$ cat src/rtl/rxll_frame_sched.sv
// rtl/rxll_frame_sched.sv - RX link-layer frame sequencer between the RX FIFO and the FIS stream
`timescale 1ns/1ps
module rxll_frame_sched #(
    parameter int C_LEN_W  = 12,
    parameter int C_MAX_DW = 2049
) (
    input  logic               sys_clk,
    input  logic               sys_rst,
    input  logic               phyreset,
    input  logic               enable,
    input  logic [35:0]        rd_do,
    input  logic               rd_empty,
    input  logic               rd_eof_rdy,
    output logic               rd_en,
    output logic [31:0]        m_data,
    output logic               m_sof,
    output logic               m_eof,
    output logic               m_err,
    output logic               m_valid,
    input  logic               m_ready,
    output logic               frm_done,
    output logic [C_LEN_W-1:0] frm_len,
    output logic [1:0]         frm_err,
    output logic [7:0]         fis_type,
    output logic               busy
);

    typedef enum logic [2:0] {
        S_IDLE, S_START, S_XFER, S_DROP, S_DRAIN, S_DONE
    } state_t;

    localparam logic [1:0] ERR_OK       = 2'd0;
    localparam logic [1:0] ERR_NO_SOF   = 2'd1;
    localparam logic [1:0] ERR_TOO_LONG = 2'd2;

    state_t             state, state_nxt;
    logic [C_LEN_W-1:0] cnt, cnt_inc;
    logic [1:0]         err;
    logic               sof_in, eof_in, accept, hit_max, load, trunc;
    logic               rd_unused;

    assign sof_in    = rd_do[35];
    assign eof_in    = rd_do[34];
    assign rd_unused = |rd_do[33:32];
    assign accept    = m_valid & m_ready;
    assign cnt_inc   = (&cnt) ? cnt : cnt + C_LEN_W'(1);
    assign hit_max   = (cnt_inc == C_LEN_W'(C_MAX_DW));
    assign busy      = (state != S_IDLE);

    // A beat is forwarded for the SOF word and for every word popped in XFER.
    assign load  = rd_en & (((state == S_START) & sof_in) | (state == S_XFER));
    assign trunc = rd_en & (state == S_XFER) & !eof_in & hit_max;

    always_ff @(posedge sys_clk or posedge sys_rst) begin
        if (sys_rst) begin
            state <= S_IDLE;
        end else begin
            state <= state_nxt;
        end
    end

    always_comb begin
        state_nxt = state;
        case (state)
            S_IDLE: begin
                if (enable & rd_eof_rdy & !rd_empty & !m_valid) state_nxt = S_START;
            end
            S_START: begin
                if (rd_en) begin
                    if (sof_in) state_nxt = eof_in ? S_DRAIN : S_XFER;
                    else        state_nxt = eof_in ? S_DONE  : S_DROP;
                end
            end
            S_XFER: begin
                if (rd_en & eof_in)  state_nxt = S_DRAIN;
                else if (trunc)      state_nxt = S_DROP;
            end
            S_DROP: begin
                if (rd_en & eof_in) state_nxt = m_valid ? S_DRAIN : S_DONE;
            end
            // The EOF beat may already have been taken on the cycle we arrived here.
            S_DRAIN: begin
                if (!m_valid | m_ready) state_nxt = S_DONE;
            end
            S_DONE:  state_nxt = S_IDLE;
            default: state_nxt = S_IDLE;
        endcase
        if (phyreset) state_nxt = S_IDLE;
    end

    always_comb begin
        rd_en = 1'b0;
        if (!phyreset) begin
            case (state)
                S_START: rd_en = !rd_empty;
                S_XFER:  rd_en = !rd_empty & (!m_valid | m_ready);
                S_DROP:  rd_en = !rd_empty;
                default: rd_en = 1'b0;
            endcase
        end
    end

    always_ff @(posedge sys_clk or posedge sys_rst) begin
        if (sys_rst) begin
            m_valid  <= 1'b0;
            m_data   <= '0;
            m_sof    <= 1'b0;
            m_eof    <= 1'b0;
            m_err    <= 1'b0;
            frm_done <= 1'b0;
            frm_len  <= '0;
            frm_err  <= ERR_OK;
            fis_type <= '0;
            cnt      <= '0;
            err      <= ERR_OK;
        end else if (phyreset) begin
            m_valid  <= 1'b0;
            frm_done <= 1'b0;
            cnt      <= '0;
            err      <= ERR_OK;
        end else begin
            frm_done <= (state == S_DONE);
            if (load) begin
                m_valid <= 1'b1;
                m_data  <= rd_do[31:0];
                m_sof   <= (state == S_START);
                m_eof   <= eof_in | trunc;
                m_err   <= trunc;
            end else if (accept) begin
                m_valid <= 1'b0;
            end
            if (rd_en) begin
                cnt <= (state == S_START) ? C_LEN_W'(1) : cnt_inc;
                if ((state == S_START) & !sof_in) err <= ERR_NO_SOF;
                if (trunc) err <= ERR_TOO_LONG;
            end
            if (rd_en & (state == S_START) & sof_in) fis_type <= rd_do[7:0];
            if (state == S_DONE) begin
                frm_len <= cnt;
                frm_err <= err;
                cnt     <= '0;
                err     <= ERR_OK;
            end
        end
    end

endmodule

$ cat config.mk
export PLATFORM = sky130hd
export DESIGN_NAME = rxll_frame_sched
export DESIGN_NICKNAME = d
export VERILOG_FILES = /design/src/rtl/rxll_frame_sched.sv
export SDC_FILE = /design/constraint.sdc
export NUM_CORES = 1
export LEC_CHECK = 0
export ABC_AREA = 1
export CORE_MARGIN = 2
export CORE_UTILIZATION = 47
export DETAILED_ROUTE_END_ITERATION = 12
export PLACE_DENSITY_LB_ADDON = 0.1
export REMOVE_ABC_BUFFERS = 1
export SLEW_MARGIN = 20
export SYNTH_ARGS = -nofsm -noshare
export SYNTH_HDL_FRONTEND = slang
export SYNTH_SLANG_ARGS = --single-unit
export TNS_END_PERCENT = 50
$ cat constraint.sdc
create_clock -name sys_clk -period 2.95 [get_ports sys_clk]
set_input_delay 0.59 -clock sys_clk [delete_from_list [all_inputs] [get_ports sys_clk]]
set_output_delay 0.59 -clock sys_clk [all_outputs]
set_load 0.02 [all_outputs]
==> impl_summary.txt <==
----------------------------------------------------
[Run status]
  Result of the run ... finished clean

[Final layout]
  Fill cells ... 613
  Nets ... 566
  Relative area change from synthesis to final layout ... 35.95%
  Most used cells in the layout excluding fill and tap cells ... nand2_1 (175), clkdlybuf4s50_1 (101), dfrtp_1 (76)
  Share of final-layout standard cells stronger than drive strength 1 ... 0.09488
  Cell Count, Final, Fillers Out ... 626
  Final non-filler cell area ... 4783 sq um
  Utilization after layout ... 0.6595
  Number of antenna diodes ... 0
  Commonest non-fill, non-tap cell in the layout ... nand2_1

[Clock tree]
  Hold buffers post-CTS ... 0
  CTS tree ... done
  H-Tree Depth ... 3
  Clock-pin transition on the worst setup and hold timing paths ... 80 ps
  TritonCTS buffer count ... 9
  CTS Root Buffer Type ... clkbuf_8
  Clock Path Buffers ... 2
  Sink Count ... 76
  Post-CTS setup buffers ... 0
  Resized Gates After CTS ... 0
  Skew-Pair Late Insertion Delay ... 340 ps

[Routing]
  Overall via count from detail_route ... 3012
  Total length of routed wires ... 8335 microns
  Router iterations before antenna repair ... 4
  Detailed router's first-iteration violation count ... 160
  Number of nets with antenna violations after detailed routing ... 0
  # DRC ... 0
  Number of vias per cell after detailed routing ... 4.812
  Average detailed-routed wire length per instance ... 13.31 microns

[Power]
  Power share of the clock group ... 0.169
  Worst vdd rail ir drop ... 0.4953 mV
  Combinational Power Share ... 0.448
  Share of total power in sequential cells ... 0.383
  Switching Power ... 1.601 mW
  Pwr Density ... 877.7 nW/um^2
  Switching share of power ... 0.3814
  Leakage ... 2.284 nW
  Internal power ... 2.597 mW

[Timing]
  Slew headroom ... 0.7255
  Slew @ Worst Pin ... 411.2 ps
  Max-slew violation count ... 0
  Setup-violating endpoint count in the final report ... 0
  Final setup skew ... 10.55 ps
  Highest achievable clock rate ... 357.2 MHz
  Tcrit/Tclk final ... 0.9489
  Setup TNS Final ... 0 ps
  Setup repair after global routing missed its margin ... false
  Post-route minimum period ... 2799 ps
  Endpoints failing hold ... 0

[Global route]
  GRT Overall Usage ... 0.2118
  Wire length of the first global-routing pass ... 13920 microns
  Total gr overflow ... 0
  Antenna violations before repair ... 0
  Vias in the first global route ... 2871
  Pin count of the biggest net entering global routing ... 77

[Critical path]
  Data required time of the critical path ... 2360 ps
  Crit path DAT ... 2210 ps
  Class of the most critical setup path ... input port to output port
  Worst Setup End Kind ... output port
  Setup slack of the worst register-to-register path ... 920 ps
  Startpoint of the lowest-slack register-to-register path ... cnt[1]$_DFFE_PP0P_
  Capturing instance or port of the critical path ... rd_en
  Crit path launch ... m_ready
  Endpoint of the worst register-to-register path ... state[0]$_DFFE_PP0P_
  Sort of element at the start of the critical path ... input port
  Crit Path Max Fanout ... 4
  Length in cells of the worst reg-to-reg path ... 12

[Floorplanning]
  Vertical extent of the die ... 90.52 microns
  Die span in x ... 90.52 microns
  Number of placed I/O pins ... 104
  FP Rows ... 31
  Area enclosed by the die boundary ... 8194 sq um
  Initial Utilization ... 0.4851
  Area of the core ... 7253 sq um

[Run]
  Max cap viols ... 0

[Synthesis]
  Seq cells post-synth ... 76
  Sequential cell area fraction in the yosys report ... 0.5405
  Average instance area after synthesis ... 8.417 sq um
  Cell Area, Synth ... 3518 sq um
  Cells after Synth ... 418
  Post-synth cell types ... 33
  Warning count from the yosys run ... 0

[Placement]
  Post-placement cell count ... 610
  GPL Wtd Cong ... 0.8122
  Post-place instance area ... 4606 sq um
  Post-DP HPWL ... 5903 microns
  Number of buffers inserted by port buffering ... 101

[Hold path]
  Worst min-delay path category ... flop to flop

----------------------------------------------------
layout make-up:
cell class                      instances  area (sq um)  share of cell area
Multi-Input combinational cell        293          1385              0.2896
Tap cell                               99         123.9             0.02590
Inverter                               37         141.4             0.02956
Clock buffer                           11         141.4             0.02956
Sequential cell                        76          1902              0.3976
Clock inverter                          5         36.28            0.007586
Timing Repair Buffer                  105          1054              0.2202
cell families after synthesis:
family,count (synthesis),share of synthesized area
buf+inv,49,0.06579
flops,76,0.5405
fa+ha+maj,1,0.003556
compound gates,48,0.07326
simple gates,243,0.3144
xor+xnor,1,0.002490
metrics by stage:
step / power, mW / hold slack [ps] / setup WS, ps
CTS: 4.256 / 476.6 / 152.0
detailed placement: 3.529 / 457.8 / 159.7
global route: 4.469 / 494.8 / 63.08
global placement: 3.492 / 452.9 / 161.8
floorplan: 2.586 / 449.8 / 421.7
finish: 4.199 / 472.4 / 150.7
worst min-delay path by stage:
| stage | cells past startpoint | end | start | slack, ps |
|---|---|---|---|---|
| final | 2 | m_data[13]$_DFFE_PP0P_ | m_data[13]$_DFFE_PP0P_ | 470 |
| after global routing | 2 | m_data[13]$_DFFE_PP0P_ | m_data[13]$_DFFE_PP0P_ | 490 |
| after CTS | 2 | m_data[13]$_DFFE_PP0P_ | m_data[13]$_DFFE_PP0P_ | 480 |
| after detailed placement | 2 | m_data[29]$_DFFE_PP0P_ | m_data[29]$_DFFE_PP0P_ | 460 |
| after global placement | 2 | m_data[8]$_DFFE_PP0P_ | m_data[8]$_DFFE_PP0P_ | 450 |
| after floorplan | 2 | frm_err[0]$_DFFE_PP0P_ | err[0]$_DFFE_PP0P_ | 450 |
registers in the layout, summed over array words and instances, names as in the netlist:
name and flops:
cnt 12, err 2, fis_type 8, frm_done 1, frm_err 2, frm_len 12, m_data 32, m_eof 1
m_err 1, m_sof 1, m_valid 1, state 3
metal layers:
layer	wire length (microns)	vias to the layer above	GRT usage
li1	-	1525	-
met1	3775	1389	0.2892
met2	3941	92	0.3333
met3	526	6	0.04674
met4	91	0	0.07692
met5	0	-	0
power groups by stage:
stage          sequential (mW)  combinational (mW)  clock [mW]
4_1_cts                   1.61                1.91       0.739
2_1_floorplan             2.05               0.540           0
3_3_place_gp              1.61                1.88           0
3_5_place_dp              1.63                1.90           0
5_1_grt                   1.66                2.03       0.774
6_report                  1.61                1.88       0.709
cell usage after synthesis (all sizes together):
| cell | instances | area, sq um |
|---|---|---|
| nand2 | 182 | 715.7 |
| dfrtp | 76 | 1902 |
| inv | 37 | 141.4 |
| o21ai | 29 | 145.1 |
| nand3 | 28 | 190.2 |
| nor2 | 25 | 133.9 |
| buf | 10 | 82.57 |
| a21oi | 9 | 45.04 |
| o22ai | 6 | 37.54 |
| nor3 | 4 | 25.02 |
| clkbuf | 2 | 7.510 |
| nand4 | 2 | 27.53 |
| a31oi | 1 | 6.260 |
| ha | 1 | 12.51 |
| nand3b | 1 | 7.510 |
| o21a | 1 | 7.510 |
| o221ai | 1 | 8.760 |
| o31ai | 1 | 7.510 |
| or2 | 1 | 6.260 |
| xor2 | 1 | 8.760 |
critical path: stages:
cell and delay [ps]:
clkdlybuf4s50_1 460, inv_1 50, nand2_1 100, nand2_1 80, nand2_2 100, nand3_2 130
inv_2 100, clkdlybuf4s50_1 600
(Power assumes the default switching activity.)
